$ cat src/rtl/counter_bank_uart_dump.sv
// Dumps a bank of 16 x 16-bit counters as 100 ASCII characters over an 8N1 UART.
// Latency: the first start bit goes out 17 clocks after start; there are 17 idle clocks between slots.
// Backpressure: none; start is ignored unless the FSM is idle.
module counter_bank_uart_dump #(
    parameter int CLK_HZ       = 100000000,
    parameter int BAUD         = 115200,
    parameter int CLKS_PER_BIT = CLK_HZ / BAUD
) (
    input  logic         clk,
    input  logic         reset,
    input  logic         start,
    input  logic [255:0] data_raw,
    output logic         tx,
    output logic         busy,
    output logic         done
);
    localparam int CW = (CLKS_PER_BIT > 1) ? $clog2(CLKS_PER_BIT) : 1;
    localparam logic [CW-1:0] BAUD_LAST = CW'(CLKS_PER_BIT - 1);

    typedef enum logic [2:0] {IDLE, LOAD, CONVERT, SEND, NEXT} state_t;

    state_t        state_q, state_d;
    logic [255:0]  snap_q, snap_d;     // slot being sent always sits in the top 16 bits
    logic [3:0]    slot_q, slot_d;
    logic [15:0]   bin_q, bin_d;       // binary value being shifted into the BCD digits
    logic [19:0]   bcd_q, bcd_d;       // five BCD digits, most significant in [19:16]
    logic [3:0]    iter_q, iter_d;
    logic [2:0]    chr_q, chr_d;       // 0..4 digits, 5 space/CR, 6 LF
    logic [3:0]    bit_q, bit_d;       // 0 start, 1..8 data, 9 stop
    logic [CW-1:0] baud_q, baud_d;
    logic          tx_q, tx_d;
    logic          busy_q, busy_d;
    logic          done_q, done_d;

    logic          line_end;
    logic [2:0]    chr_last;
    logic [7:0]    chr_byte;
    logic [19:0]   bcd_adj;

    // Select the byte for the current character position of the slot.
    always_comb begin
        line_end = (slot_q[1:0] == 2'd3);
        chr_last = line_end ? 3'd6 : 3'd5;
        case (chr_q)
            3'd0:    chr_byte = {4'h3, bcd_q[19:16]};
            3'd1:    chr_byte = {4'h3, bcd_q[15:12]};
            3'd2:    chr_byte = {4'h3, bcd_q[11:8]};
            3'd3:    chr_byte = {4'h3, bcd_q[7:4]};
            3'd4:    chr_byte = {4'h3, bcd_q[3:0]};
            3'd5:    chr_byte = line_end ? 8'h0D : 8'h20;
            default: chr_byte = 8'h0A;
        endcase
    end

    // Double-dabble correction: add 3 to every BCD digit of 5 or more before the shift.
    always_comb begin
        bcd_adj = bcd_q;
        for (int i = 0; i < 5; i++) begin
            if (bcd_q[4*i +: 4] >= 4'd5) begin
                bcd_adj[4*i +: 4] = bcd_q[4*i +: 4] + 4'd3;
            end
        end
    end

    // Next-state logic for the dump sequencer, converter and UART framer.
    always_comb begin
        state_d = state_q;
        snap_d  = snap_q;
        slot_d  = slot_q;
        bin_d   = bin_q;
        bcd_d   = bcd_q;
        iter_d  = iter_q;
        chr_d   = chr_q;
        bit_d   = bit_q;
        baud_d  = baud_q;
        tx_d    = tx_q;
        busy_d  = busy_q;
        done_d  = 1'b0;
        case (state_q)
            IDLE: begin
                tx_d = 1'b1;
                if (start) begin
                    snap_d  = data_raw;
                    slot_d  = 4'd0;
                    busy_d  = 1'b1;
                    state_d = LOAD;
                end
            end
            LOAD: begin
                bin_d   = snap_q[255:240];
                bcd_d   = 20'd0;
                iter_d  = 4'd0;
                state_d = CONVERT;
            end
            CONVERT: begin
                {bcd_d, bin_d} = {bcd_adj, bin_q} << 1;
                iter_d = iter_q + 4'd1;
                if (iter_q == 4'd15) begin
                    chr_d   = 3'd0;
                    bit_d   = 4'd0;
                    baud_d  = '0;
                    tx_d    = 1'b0;
                    state_d = SEND;
                end
            end
            SEND: begin
                if (baud_q != BAUD_LAST) begin
                    baud_d = baud_q + 1'b1;
                end else begin
                    baud_d = '0;
                    if (bit_q == 4'd9) begin
                        bit_d = 4'd0;
                        if (chr_q == chr_last) begin
                            tx_d    = 1'b1;
                            state_d = NEXT;
                            if (slot_q == 4'd15) begin
                                done_d = 1'b1;
                                busy_d = 1'b0;
                            end
                        end else begin
                            // Next frame starts immediately after the stop bit.
                            chr_d = chr_q + 3'd1;
                            tx_d  = 1'b0;
                        end
                    end else begin
                        bit_d = bit_q + 4'd1;
                        tx_d  = (bit_q == 4'd8) ? 1'b1 : chr_byte[bit_q[2:0]];
                    end
                end
            end
            NEXT: begin
                if (slot_q == 4'd15) begin
                    state_d = IDLE;
                end else begin
                    slot_d  = slot_q + 4'd1;
                    snap_d  = snap_q << 16;
                    bin_d   = snap_q[239:224];
                    bcd_d   = 20'd0;
                    iter_d  = 4'd0;
                    state_d = CONVERT;
                end
            end
            default: state_d = IDLE;
        endcase
    end

    // State and output registers; reset forces the line idle and aborts any dump.
    always_ff @(posedge clk or posedge reset) begin
        if (reset) begin
            state_q <= IDLE;
            snap_q  <= '0;
            slot_q  <= '0;
            bin_q   <= '0;
            bcd_q   <= '0;
            iter_q  <= '0;
            chr_q   <= '0;
            bit_q   <= '0;
            baud_q  <= '0;
            tx_q    <= 1'b1;
            busy_q  <= 1'b0;
            done_q  <= 1'b0;
        end else begin
            state_q <= state_d;
            snap_q  <= snap_d;
            slot_q  <= slot_d;
            bin_q   <= bin_d;
            bcd_q   <= bcd_d;
            iter_q  <= iter_d;
            chr_q   <= chr_d;
            bit_q   <= bit_d;
            baud_q  <= baud_d;
            tx_q    <= tx_d;
            busy_q  <= busy_d;
            done_q  <= done_d;
        end
    end

    assign tx   = tx_q;
    assign busy = busy_q;
    assign done = done_q;

endmodule

$ cat config.mk
export PLATFORM = sky130hd
export DESIGN_NAME = counter_bank_uart_dump
export DESIGN_NICKNAME = d
export VERILOG_FILES = /design/src/rtl/counter_bank_uart_dump.sv
export SDC_FILE = /design/constraint.sdc
export NUM_CORES = 1
export LEC_CHECK = 0
export ABC_AREA = 1
export CORE_MARGIN = 10
export CORE_UTILIZATION = 55
export CTS_CLUSTER_DIAMETER = 40
export DETAILED_ROUTE_END_ITERATION = 8
export PLACE_DENSITY = 0.82
export RECOVER_POWER = 100
export SLEW_MARGIN = 30
export SYNTH_ARGS = -nofsm -noshare
export SYNTH_HDL_FRONTEND = slang
export SYNTH_SLANG_ARGS = --single-unit
$ cat constraint.sdc
create_clock -name clk -period 24.4 [get_ports clk]
set_input_delay 7.32 -clock clk [delete_from_list [all_inputs] [get_ports clk]]
set_output_delay 7.32 -clock clk [all_outputs]
set_load 0.02 [all_outputs]
; Yosys cells after proc, flatten, opt, wreduce, memory -nomap -nowiden
; Index checks and enable logic that the tools add are counted.
[op_classes]
eq_ne = 24
n_lt_le_gt_ge = 6
n_addsub = 10
n_mux = 58
reduce_logical = 15
[ops]
columns = op, count
row1 = 256-bit two-way mux, 2
row2 = 256-bit case mux with 2 select lines, 1
row3 = 20-bit case mux with 3 select lines, 1
row4 = 16-bit case mux with 3 select lines, 1
row5 = 4-bit two-way mux, 10
row6 = 6-bit case mux with 6 select lines, 1
row7 = 3-bit two-way mux, 10
row8 = 4-bit by 3-bit >= comparator with 1-bit output (second input constant), 5
row9 = 10-bit two-way mux, 2
row10 = 20-bit two-way mux, 1
row11 = 10-bit case mux with 2 select lines, 1
row12 = 4-bit by 2-bit adder with 4-bit output (second input constant), 4
row13 = 4-bit == test (second input constant), 4
row14 = 1-bit two-way mux, 16
row15 = 16-bit two-way mux, 1
row16 = 2-bit inequality test (second input constant), 8
row17 = 4-bit case mux with 2 select lines, 2
row18 = 3-bit case mux with 5 select lines, 1
row19 = 4-bit by 1-bit adder with 4-bit output (second input constant), 3
row20 = 3-bit by 2-bit == test with 1-bit output (second input constant), 4
row21 = 4-bit case mux with 3 select lines, 1
row22 = 10-bit by 1-bit adder with 10-bit output (second input constant), 1
row23 = 10-bit inequality test (second input constant), 1
row24 = 5-bit AND reduction, 2
row25 = 19 further kinds, 30
[totals]
in_bits = 259
elab_cells = 125
regBits = 323
output_inout_bits = 3

; Longest topological paths before layout
; Gate-level depths: netlist of run 1.
[depth]
ltp_word = 9
depth_mapped = 12
depth_no_buf = 10

; Least setup slack after synthesis of run 1
; Ideal clock, no wire load.
[synth_timing]
path_kind = input port to flip-flop
startpoint = input port start
endpoint = register snap_q[152]
stages = 6
setup_slack_ns = 16.059
setup_ns = 0.130
arrival_ns = 8.210
n_path_buf = 3
required_ns = 24.270
path_cell_list = clkbuf_1 -> nand2_2 -> nand2_2 -> buf_4 -> clkbuf_1 -> o21ai_0
[synth_via]
elab_chain_len = 2
[synth_lines]
columns = element, line
row1 = from (decl), 11  ; input logic start,
row2 = 2-bit inequality test (no line), -
row3 = 3-bit AND reduction (no line), -
row4 = to (signal assigned), 164  ; snap_q <= snap_d;
row5 = to (decl), 23  ; logic [255:0] snap_q, snap_d;
; Every way passes these cells.
; A chain may end at the register's enable or synchronous reset.

; Worst setup path after layout of run 1
[layout_timing]
startpoint = input port start
endpoint = register snap_q[128]
; The elaborated chain is that of the path after synthesis.

==> results of run 1 <==
## power groups by stage
stage | clock (mW) | sequential (mW) | combinational (mW)
5_1_grt | 0.703 | 0.863 | 0.762
4_1_cts | 0.680 | 0.839 | 0.680
3_5_place_dp | 0 | 0.846 | 0.670
2_1_floorplan | 0 | 0.828 | 0.499
3_3_place_gp | 0 | 0.837 | 0.636
6_report | 0.670 | 0.843 | 0.667
## cell type report
type,instances,area [um^2]
Antenna cell,3,7.507
Clock buffer,57,1274
Clock inverter,28,306.5
Fill cell,2182,8564
Inverter,330,1240
Multi-Input combinational cell,1113,5944
Sequential cell,323,8084
Tap cell,384,480.5
Timing Repair Buffer,273,2724
## stage by stage
step / setup WS [ns] / cells / power (mW)
5_1_grt: 7.564 / 2510 / 2.328
2_1_floorplan: 8.140 / 1893 / 1.327
6_report: 8.562 / 2511 / 2.179
3_3_place_gp: 13.24 / 2422 / 1.473
4_1_cts: 13.91 / 2507 / 2.198
3_5_place_dp: 13.37 / 2422 / 1.516
## sequential cells by signal (all words and copies together), names as in the netlist
| signal | cells |
|---|---|
| state_q | 3 |
| chr_q | 3 |
| tx | 1 |
| baud_q | 10 |
| bcd_q | 20 |
| iter_q | 4 |
| snap_q | 256 |
| bit_q | 4 |
| slot_q | 4 |
| bin_q | 16 |
| busy | 1 |
| done | 1 |
## worst max-delay path by stage
| stage | from | end | slack, ns | cells after the start |
|---|---|---|---|---|
| detailed placement | start | snap_q[128] | 13.37 | 8 |
| CTS | start | snap_q[128] | 13.91 | 8 |
| floorplan | reset | baud_q[0] | 8.14 | 1 |
| global route | start | snap_q[65] | 7.56 | 8 |
| finish | start | snap_q[128] | 8.56 | 8 |
| global placement | start | snap_q[83] | 13.24 | 8 |
## routing by layer
| metal | vias up | routed length [um] |
|---|---|---|
| met1 | 6640 | 18730 |
| met3 | 80 | 2968 |
| met2 | 432 | 21040 |
| met4 | 2 | 1139 |
| li1 | 6715 | - |
| met5 | - | 8 |
## cells in the mapped netlist (all sizes together)
master | instances | area [um^2]
dfstp | 1 | 26.28
o32ai | 1 | 8.760
xnor2 | 1 | 8.760
o22ai | 24 | 150.1
ha | 18 | 225.2
o21a | 1 | 7.510
clkbuf | 34 | 127.6
a32o | 2 | 20.02
inv | 330 | 1239
nand3 | 84 | 420.4
nand4 | 3 | 18.77
a21oi | 22 | 121.4
nor3 | 4 | 20.02
xor2 | 7 | 61.31
nor2 | 62 | 255.2
or2 | 1 | 6.260
buf | 93 | 504.2
o211ai | 243 | 1824
o21ai | 322 | 1615
dfrtp | 322 | 8058
nand2 | 316 | 1211
a31oi | 1 | 6.260
a22o | 1 | 8.760
## kinds of logic (layout without fill, tap and decap cells)
kind of cell / count (synthesis) / count (layout) / share of synthesized area
buffers and inverters: 457 / 688 / 0.1173
flip-flops: 323 / 323 / 0.5070
adder cells (fa/ha/maj): 18 / 18 / 0.01413
other: 0 / 3 / 0
XOR/XNOR: 8 / 8 / 0.004395
AND/OR/NAND/NOR: 470 / 470 / 0.1212
AO/OA/AOI/OAI: 617 / 617 / 0.2360
## worst min-delay path: cells and delay by family (launching register included)
family	cells	cell delay (ns)
DFF	1	0.35
and+or+nand+nor	2	0.10
==> flow_summary.toml, run 1 <==
[status]
outcome = "finished, violations left"
violations = "capacitance limit, slew limit"

[clocking]
clk_latency_ns = 0.53
clk_pin_slew_worst_paths_ns = 0.06
clockRootBuffer = "clkbuf_16"
clock-sinks = 323
cts_buffers = 46
htreeDepth = 2
ctsResizeCount = 0
clock_path_buffers = 3
hold_buffers = 0
cts_tree = "yes"
postCtsSetupBuffers = 0

[yosys]
avgSynthCellArea_um2 = 8.423
syn_inst = 1893
synth_nets = 2170
ys_warn_count = 0
ys_ff_latch = 323
yosysSeqAreaShare = 0.5070
synth_cell_type_count = 32
syn_area_um2 = 15940

[routing]
wl_per_cell_um = 17.48
viasPerCell = 5.523
drt-pass1-iter-count = 5
drt.antenna.violating_nets = 0
drt_wl_total_um = 43890
drc_errors = 0
route.vias.total = 13869
drt-initial-drc-count = 1298

[grt]
grt_pass1_vias = 13806
grt_overflow = 0
grt_most_used_layer = "met2"
use_met2 = 0.3859
antenna_found_initial = 3
gr-usage-met3 = 0.04938
grt_pass1_wl_um = 70580
met1_usage = 0.3171
grt_max_degree = 251
grt_util_all_layers = 0.2383

[placed_design]
gp_congestion = 0.8828
hpwl_um = 29970
placed_cell_area_um2 = 18530
portBuffers = 261

[sta]
setup_tns_ns = 0
worst_pin_slew_ns = 5.255
hold_ws_ns = 0.4793
hold_violations = 0
finalCritPeriodShare = 0.6491
setup_viol = 0
drv_slew = 709
fmax_mhz = 63.14
min_period_ns = 15.84
rsz0062_at_grt = "no"
clock_skew_ns = 0.01480
timing.slew.headroom = -2.523

[pwr]
p_leak_nw = 8.404
vdd_ir_drop_max_mv = 0.06830
pwr-share-comb = 0.306
p_sw_mw = 0.7675
internal_power_mw = 1.412
p_seq_frac = 0.387
power_density_nw_per_um2 = 108.6
clkPwrFrac = 0.307
swShare = 0.3522

[critical_path]
crit_path_start_kind = "primary input"
path_buf_inv = 4
cpMaxStageDelayCell = "clkbuf_1"
critical_path_arrival_ns = 16.28
crit_fanout = 137
path_delay_family = "buffers and inverters"
worstPathCellList = "dlygate4sd3_1 -> clkbuf_1 -> nand2_1 -> nand2_1 -> clkbuf_1 -> buf_6 -> o211ai_1 -> o21ai_0"
r2r_cells = 9
required_ns = 24.84
cp-end-kind = "flop"
r2r_setup_slack_ns = 15.83
r2r-end = "snap_q[128]"
critPathMaxStageDelay_ns = 2.95
r2r_start = "state_q[2]"
criticalPathCategory = "primary input to flop"

[finish]
nets = 2364
fin_util = 0.7008
most-common-layout-cells = "327 x inv_1, 322 x dfrtp_1, 320 x o21ai_0"
layout_commonest_cell = "inv_1"
design_area_um2 = 20060
syn_to_final_growth_pct = 25.82
layout-drive-gt1-share = 0.04473

[floorplan]
initial_core_util = 0.5570
die_h_um = 190.3
io_pins = 262
core_um2 = 28630
die_x_um = 190.3
die-area_um2 = 36200
row_count = 62

[min_path]
holdPathEnd = "bcd_q[19]"
min_from = "bcd_q[19]"
min_path_type = "flop to flop"
hold_depth = 2

[run]
drv_cap = 8
Note: power is estimated with default switching activity, not from simulation.
==> run 2: changes to the inputs <==
Settings changed: CORE_UTILIZATION 55 to 49, PLACE_DENSITY 0.82 to 0.77.
Clock period 24.4 ns to 13.6 ns, I/O delays scaled along.
==> flow_summary.toml, run 2 (synthesized netlist as in run 1, its figures left out) <==
[sta]
setup_tns_ns = 0
clock_skew_ns = 0.01537
worst_pin_slew_ns = 6.436
hold_violations = 0
setup_viol = 0
hold_ws_ns = 0.4804
fmax_mhz = 110.1
min_period_ns = 9.085
rsz0062_at_grt = "no"
drv_slew = 368
finalCritPeriodShare = 0.6680
timing.slew.headroom = -3.291

[clocking]
clk_latency_ns = 0.54
clock-sinks = 323
ctsResizeCount = 0
htreeDepth = 2
cts_buffers = 48
clockRootBuffer = "clkbuf_16"
clock_path_buffers = 3
clk_pin_slew_worst_paths_ns = 0.06
cts_tree = "yes"
postCtsSetupBuffers = 0
hold_buffers = 0

[finish]
regMostFlops = "snap_q"
nets = 2365
largest_register_ffs = 256
top_regs = "snap_q (256), bcd_q (20), bin_q (16)"
most-common-layout-cells = "328 x inv_1, 322 x dfrtp_1, 321 x o21ai_0"
layout-drive-gt1-share = 0.04793
syn_to_final_growth_pct = 27.77
fin_util = 0.6406
layout_commonest_cell = "inv_1"
fin_cells = 2571

[floorplan]
die_h_um = 200.4
row_count = 65
initial_core_util = 0.5014
die_x_um = 200.4
io_pins = 262
core_um2 = 31800
die-area_um2 = 40150

[critical_path]
critical_path_arrival_ns = 9.52
required_ns = 14.04
crit_path_start_kind = "flop"
crit_fanout = 136
cp-end-kind = "flop"
criticalPathCategory = "flop to flop"
r2r_setup_slack_ns = 4.51

[grt]
grt_pass1_vias = 13748
grt_pass1_wl_um = 72560
grt_overflow = 0
grt_max_degree = 270
grt_util_all_layers = 0.2173
antenna_found_initial = 10

[status]
violations = "capacitance limit, slew limit"
outcome = "finished, violations left"

[routing]
drt_wl_total_um = 44900
drt-initial-drc-count = 1331
drc_errors = 0
drt-pass1-iter-count = 7
route.vias.total = 13838
drt.antenna.violating_nets = 0
viasPerCell = 5.382
wl_per_cell_um = 17.47

[pwr]
p_leak_nw = 8.515
vdd_ir_drop_max_mv = 0.1484
power_density_nw_per_um2 = 198.1

[placed_design]
portBuffers = 261
placed_cells = 2471
hpwl_um = 30040
gp_congestion = 0.8715

[run]
drv_cap = 4

[min_path]
min_path_type = "flop to flop"
==> run 2: cell count changes in the layout (fill, tap and decap cells not counted), sizes merged <==
cell and delta:
buf +2, diode +5, inv -4, clkinv +1
bufinv +5
==> run 2: where the power goes <==
group / internal [mW] / switching [mW] / total [mW] / leakage, nW
sequential: 1.37 / 0.140 / 1.51 / 4.11
clock: 0.875 / 0.470 / 1.34 / 0.852
combinational: 0.406 / 0.777 / 1.18 / 3.55
==> run 2: routing by layer <==
metal,GRT usage,vias up,share of wire
li1,-,6716,-
met3,0.05480,78,0.074
met5,0,-,0.00060
met2,0.3407,477,0.47
met4,0.06789,4,0.026
met1,0.2902,6563,0.43
==> run 2: stage by stage <==
stage | total power [mW] | setup slack [ns] | instance area [um^2]
6_report | 4.036 | 4.515 | 20370
5_1_grt | 4.324 | 3.670 | 20370
4_1_cts | 4.076 | 6.364 | 20370
3_5_place_dp | 2.706 | 5.840 | 18600
3_3_place_gp | 2.642 | 5.701 | 18580
2_1_floorplan | 2.381 | 0.5803 | 15940
==> run 2: worst max-delay path: stages, from the launching register on <==
cell and delay (ns):
dfrtp_1 0.43, inv_1 0.10, nand2_1 0.10, nor2_4 0.08, clkbuf_1 4.07, nand2_1 1.24, nand2_8 0.98, buf_6 0.59
buf_6 0.70, o211ai_1 0.21, o21ai_0 0.32
==> run 2: final cells by class <==
class / count / area (um^2)
inverter: 330 / 1240
timing repair buffer: 272 / 2748
clock buffer: 60 / 1339
sequential: 323 / 8084
antenna: 8 / 20.02
tap: 435 / 544.3
multi-input combinational: 1113 / 5963
fill: 2635 / 11430
clock inverter: 30 / 434.2
==> run 2: path summary, 6_finish.rpt <==
| kind | cells past startpoint | startpoint | to |
|---|---|---|---|
| setup / recovery | 10 | state_q[1] | snap_q[144] |
| hold / removal | 2 | bcd_q[19] | bcd_q[19] |
| setup reg to reg | 10 | state_q[1] | snap_q[144] |
| hold reg to reg | 2 | bcd_q[19] | bcd_q[19] |
| max in group asynchronous | 2 | reset | snap_q[28] |
| min in group asynchronous | 2 | reset | snap_q[210] |
